### src/rtl/bp_fe_queue_buffer.sv
// Checkpointed FE->BE packet queue with speculative reads.
// Entries stay stored until commit so the BE can roll back and replay them.
module bp_fe_queue_buffer #(
   parameter int entry_width_p = 139,
   parameter int els_p         = 8,
   localparam int ptr_width_lp = $clog2(els_p) + 1
) (
   input  logic                     clk_i,
   input  logic                     reset_n_i,
   input  logic [entry_width_p-1:0] fe_queue_i,
   input  logic                     fe_queue_v_i,
   output logic                     fe_queue_ready_o,
   output logic [entry_width_p-1:0] fe_queue_o,
   output logic                     fe_queue_v_o,
   input  logic                     fe_queue_yumi_i,
   input  logic                     commit_v_i,
   input  logic                     roll_v_i,
   input  logic                     clr_v_i
);

   localparam int idx_w_lp = ptr_width_lp - 1;
   localparam logic [ptr_width_lp-1:0] ptr_one_lp = ptr_width_lp'(1);

   logic [entry_width_p-1:0] r_mem [els_p];
   logic [ptr_width_lp-1:0]  r_wptr;
   logic [ptr_width_lp-1:0]  r_rptr;
   logic [ptr_width_lp-1:0]  r_cptr;

   logic                     w_full;
   logic                     w_enq;
   logic [ptr_width_lp-1:0]  w_cptr_inc;

   // Space is counted from the commit pointer: read entries still occupy slots
   assign w_full = (r_wptr[idx_w_lp-1:0] == r_cptr[idx_w_lp-1:0])
                 & (r_wptr[idx_w_lp] != r_cptr[idx_w_lp]);

   assign fe_queue_ready_o = ~w_full;
   assign w_enq            = fe_queue_v_i & ~w_full & ~clr_v_i;
   assign fe_queue_v_o     = (r_rptr != r_wptr);
   assign fe_queue_o       = r_mem[r_rptr[idx_w_lp-1:0]];
   assign w_cptr_inc       = r_cptr + ptr_one_lp;

   // Pointer update: clear beats roll, roll beats plain dequeue
   always_ff @(posedge clk_i or negedge reset_n_i) begin
      if (!reset_n_i) begin
         r_wptr <= '0;
         r_rptr <= '0;
         r_cptr <= '0;
      end else begin
         if (w_enq) begin
            r_wptr <= r_wptr + ptr_one_lp;
         end
         if (clr_v_i) begin
            r_rptr <= r_wptr;
            r_cptr <= r_wptr;
         end else if (roll_v_i) begin
            if (commit_v_i) begin
               r_cptr <= w_cptr_inc;
               r_rptr <= w_cptr_inc;
            end else begin
               r_rptr <= r_cptr;
            end
         end else begin
            if (fe_queue_yumi_i) begin
               r_rptr <= r_rptr + ptr_one_lp;
            end
            if (commit_v_i) begin
               r_cptr <= w_cptr_inc;
            end
         end
      end
   end

   // Packet storage, intentionally not reset
   always_ff @(posedge clk_i) begin
      if (w_enq) begin
         r_mem[r_wptr[idx_w_lp-1:0]] <= fe_queue_i;
      end
   end

   a_yumi_valid : assert property (
      @(posedge clk_i) disable iff (!reset_n_i)
      (fe_queue_yumi_i & ~roll_v_i & ~clr_v_i) |-> fe_queue_v_o
   );

   a_commit_read : assert property (
      @(posedge clk_i) disable iff (!reset_n_i)
      (commit_v_i & ~clr_v_i) |-> (r_cptr != r_rptr)
   );

endmodule
### config.mk
export PLATFORM = sky130hd
export DESIGN_NAME = bp_fe_queue_buffer
export DESIGN_NICKNAME = d
export VERILOG_FILES = /design/src/rtl/bp_fe_queue_buffer.sv
export SDC_FILE = /design/constraint.sdc
export NUM_CORES = 1
export LEC_CHECK = 0
export ABC_AREA = 0
export CORE_MARGIN = 2
export CORE_UTILIZATION = 63
export CTS_CLUSTER_DIAMETER = 120
export DETAILED_ROUTE_END_ITERATION = 6
export PLACE_DENSITY_LB_ADDON = 0.05
export SYNTH_ARGS = -nofsm -noshare
export SYNTH_HDL_FRONTEND = slang
export SYNTH_SLANG_ARGS = --single-unit
export TNS_END_PERCENT = 1
### constraint.sdc
create_clock -name clk_i -period 31.4 [get_ports clk_i]
set_clock_uncertainty 0.15 [all_clocks]
set_input_delay 6.28 -clock clk_i [delete_from_list [all_inputs] [get_ports clk_i]]
set_output_delay 6.28 -clock clk_i [all_outputs]
set_load 0.05 [all_outputs]
# Word-level counts from Yosys, hierarchy flattened
# Memories as Yosys holds them, arrays and structs flattened.
# Index checks and enable logic that the tools add are counted.
# totals
ff_bits,12
ramBits,1112
in_bits,146
output_inout_bits,141
elab_cells,23
memories,1
# classes
addsub,3
n_eq_ne,3
mux,7
bitwise_logic,5
reduce_logical,1
# mem_list
memory,depth,word_bits,read_ports,rd_ports_with_merged_regs,wr,line_no,text
r_mem,8,139,1,0,1,24,logic [entry_width_p-1:0] r_mem [els_p];
# ops
cell,n
4-bit two-way mux,5
"4-bit by 1-bit adder with 4-bit output, second input constant",3
4-bit inequality test,1
1-bit AND,3
3-bit == test,1
3-bit nonzero test,1
1-bit two-way mux,2
1-bit inverter,2
1-bit inequality test,1

# Logic depth before layout (Yosys ltp)
# logic_depth
ltp_word,7
depth_mapped,7
mapped_depth_nobuf,5

# Least setup slack after synthesis
# No wires, ideal clock.
# synth_timing
kind,input to register
from,input clr_v_i
to,memory r_mem[0][0] (enable)
setup_time_ps,807
arrival_ps,16230
t_required_ps,30443
slack_ps,14213
path_stages,4
path_buffers,0
cell_sequence,nand2b_1 a41oi_2 nand2b_1 nor3_1
# synth_between
elab_chain_cells,4
# synth_rtl
item,line_no,text
"start, declared",18,input logic clr_v_i
1-bit inverter,38,assign w_enq = fe_queue_v_i & ~w_full & ~clr_v_i;
1-bit AND,38,
1-bit two-way mux,76,if (w_enq) begin
1-bit two-way mux (not written as such),77,r_mem[r_wptr[idx_w_lp-1:0]] <= fe_queue_i;
"end, declared",24,
# No other way between the ends.

# Final worst setup path
# layout_timing
from,register r_rptr[0]
to,output fe_queue_o[4]
# layout_between
elab_chain_cells,1
# layout_rtl
item,line_no,text
"start, declared",26,logic [ptr_width_lp-1:0] r_rptr;
"start signal, assigned",54,r_rptr <= r_wptr;
"start signal, assigned",59,r_rptr <= w_cptr_inc;
"start signal, assigned",61,r_rptr <= r_cptr;
memory read 8 x 139 bit,n/a,
"end, declared",13,"output logic [entry_width_p-1:0] fe_queue_o,"
# No other way between the ends.

==> results.cfg <==
[status]
run_status = finished clean

[power]
peakVddDrop_mv = 0.0858
p_total_w = 0.00472
swShare_pct = 32.9
seq_power_share_pct = 39.6
pwr-share-comb_pct = 33.9
p_leak_nw = 15.5
power.share.clock_pct = 26.5
switchingPower_w = 0.00155
powerDensity_nw_per_um2 = 95.0
internal_power_w = 0.00317

[sta]
max-slew-margin-rel_pct = 21.0
setup_tns_ps = 0
finalHoldViolCount = 0
setup_violations = 0
min_period_over_period_pct = 36.7
rsz0062_at_grt = no
fmax_ghz = 0.0868
slew_violations = 0
final.min_clock_period_ps = 11510
tightest_slew_ps = 1180

[route]
vias = 18700
routed_wl_mm = 82.9
drt.antenna.violating_nets = 0
firstDrtPassIters = 5
viasPerCell = 6.24
drc = 0
wl_per_cell_um = 27.6
drtIter0Drc = 1634

[finish]
drive_above_1_share_pct = 29.1
ff_latch_area_um2 = 33700
final_util_pct = 74.3
multiInputGateArea_um2 = 8330
synthToLayoutAreaGrowth_pct = 17.3
fin_nets = 2176
stdcell_area_um2 = 49700
nFillCells = 3695

[clock_tree]
insertion_delay_ps = 650
ctsRootBufferMaster = clkbuf_16
cts_setup_buffers = 0
ctsHoldBuffers = 0
cts_tree = built
cts_buffer_depth = 3
numCtsBuffers = 109
post_cts_resized = 0
clk_pin_slew_worst_paths_ps = 60
cts_sinks = 1124
htree_levels = 3

[critical_path]
startpoint = r_rptr[0]$_DFFE_PN0P_
cp-start-kind = flop
end_kind = output port
r2r_start = r_wptr[0]$_DFFE_PN0P_
reg2reg_slack_ps = 27660
crit_path_end = fe_queue_o[4]
worst_r2r_path_depth = 5
worstSetupPathType = flop to output port
crit_arrival_ps = 5080
slowest_stage = dfrtp_4
path_max_fanout = 50
max_stage_delay_ps = 1000
r2r-end = r_mem[7][12]$_DFFE_PP_
cp_common_cell = buf_4
cp_cell_sequence = buf_4 -> buf_4 -> mux4_2 -> mux2_2 -> clkdlybuf4s50_1
cp_data_required_time_ps = 24970

[yosys]
synth_warnings = 0
synth_seq_cells = 1124
netlist_area_um2 = 42400
netlist_instances = 1689
synth_most_common_cell = edfxtp_1
synth_edf_count = 1112
synthFlopType = edfxtp_1
synthTopCellsByCount = edfxtp_1 (1112), mux4_2 (278), mux2_2 (144)
synth.top_cell.area_share_pct = 78.7
synthTopCellsByArea = edfxtp_1 (79%), mux4_2 (15%), mux2_2 (3.8%)
syn-num-nets = 1838
synth_area_per_cell_um2 = 25.1
synth-seq-area-share_pct = 79.4
synth_cell_types = 23
synth_top_area_cell = edfxtp_1
async_flop_share_pct = 1.07

[grt]
grt_use_total_pct = 24.3
grt_pass1_wl_mm = 124
grt_overflow = 0
grt_pass1_vias = 19500
grt_max_degree = 157
antenna_found_initial = 8

[job]
max_cap_violations = 0

[placement]
place_congestion = 0.743
place_area_um2 = 46200
dpl.hpwl_mm = 41.3
portBuffers = 286

[floorplanning]
start_util_pct = 63.4
std_cell_rows = 95
core_area_um2 = 66900
die-area_um2 = 69400
chipWidth_um = 263
io_pins = 287
fp.dieH_um = 263

[min_path]
worstHoldStart = r_wptr[3]$_DFFE_PN0P_
hp-class = flop to flop
==> registers in the layout, indices dropped and copies added (netlist names) <==
name    flops
r_mem    1112
r_wptr      4
r_cptr      4
r_rptr      4
==> through the flow <==
step / instances / setup WS, ps / hold WS (ps)
floorplan: 1689 / 14210 / 371
global placement: 2789 / 20410 / 405
detailed placement: 2789 / 20400 / 417
CTS: 2993 / 19680 / 426
global route: 2997 / 19460 / 480
finish: 2999 / 19890 / 424
==> final cells by class <==
class | instances | share of cell area [%]
Sequential cell | 1124 | 67.8
Multi-Input combinational cell | 481 | 16.7
Timing Repair Buffer | 310 | 6.27
Clock buffer | 132 | 5.78
Tap cell | 873 | 2.20
Clock inverter | 72 | 1.19
Antenna cell | 6 | 0.0302
Inverter | 1 | 0.0176
==> critical path, delay by kind of cell, from the launching register on <==
kind	cells	cell delay (ps)
buffers and inverters	3	2410
muxes	2	900
DFF	1	1000
==> cells by family after synthesis <==
group	synth area share, %
buffers and inverters	1.04
muxes	18.6
adders and majority gates	0.0885
DFF	79.4
and+or+nand+nor	0.333
xor gates and xnor gates	0.351
AOI/OAI and AO/OA	0.115
==> worst min-delay path by stage <==
stage                            end  slack, ps  depth (start not counted)
6_report       r_wptr[3]$_DFFE_PN0P_        420                          1
5_1_grt        r_wptr[3]$_DFFE_PN0P_        480                          1
4_1_cts        r_wptr[3]$_DFFE_PN0P_        430                          1
3_5_place_dp   r_wptr[3]$_DFFE_PN0P_        420                          1
3_3_place_gp   r_wptr[3]$_DFFE_PN0P_        400                          1
2_1_floorplan  r_wptr[3]$_DFFE_PN0P_        370                          1
==> cell usage in the layout (no fill, tap or decap), types with 4 or more instances in the layout <==
cell	Yosys	routed
edfxtp_1	1112	1112
clkdlybuf4s50_1	0	286
mux4_2	278	278
mux2_2	144	144
clkbuf_16	0	111
clkinv_2	0	30
clkinv_1	0	26
clkbuf_1	37	19
buf_4	0	18
xnor2_1	14	14
bufinv_16	0	9
dfrtp_1	12	9
nand2_1	8	8
diode_2	0	6
buf_12	0	6
nand4_1	5	5
nor2_4	0	5
nand2b_1	4	4
nor2_1	9	4
==> power groups by stage <==
stage	sequential [W]	clock [W]	combinational [W]
after floorplan	0.00187	0	0.00119
after global placement	0.00189	0	0.00161
after detailed placement	0.00190	0	0.00162
after CTS	0.00187	0.00128	0.00163
after global routing	0.00188	0.00133	0.00168
final	0.00187	0.00125	0.00160
==> metal layers <==
metal	share of wire (%)	vias up	GRT usage, %
li1	-	7962	-
met1	41	10100	34.6
met2	51	557	39.4
met3	6.2	95	4.70
met4	1.7	8	6.84
met5	0.064	-	0
(Power assumes the default switching activity.)
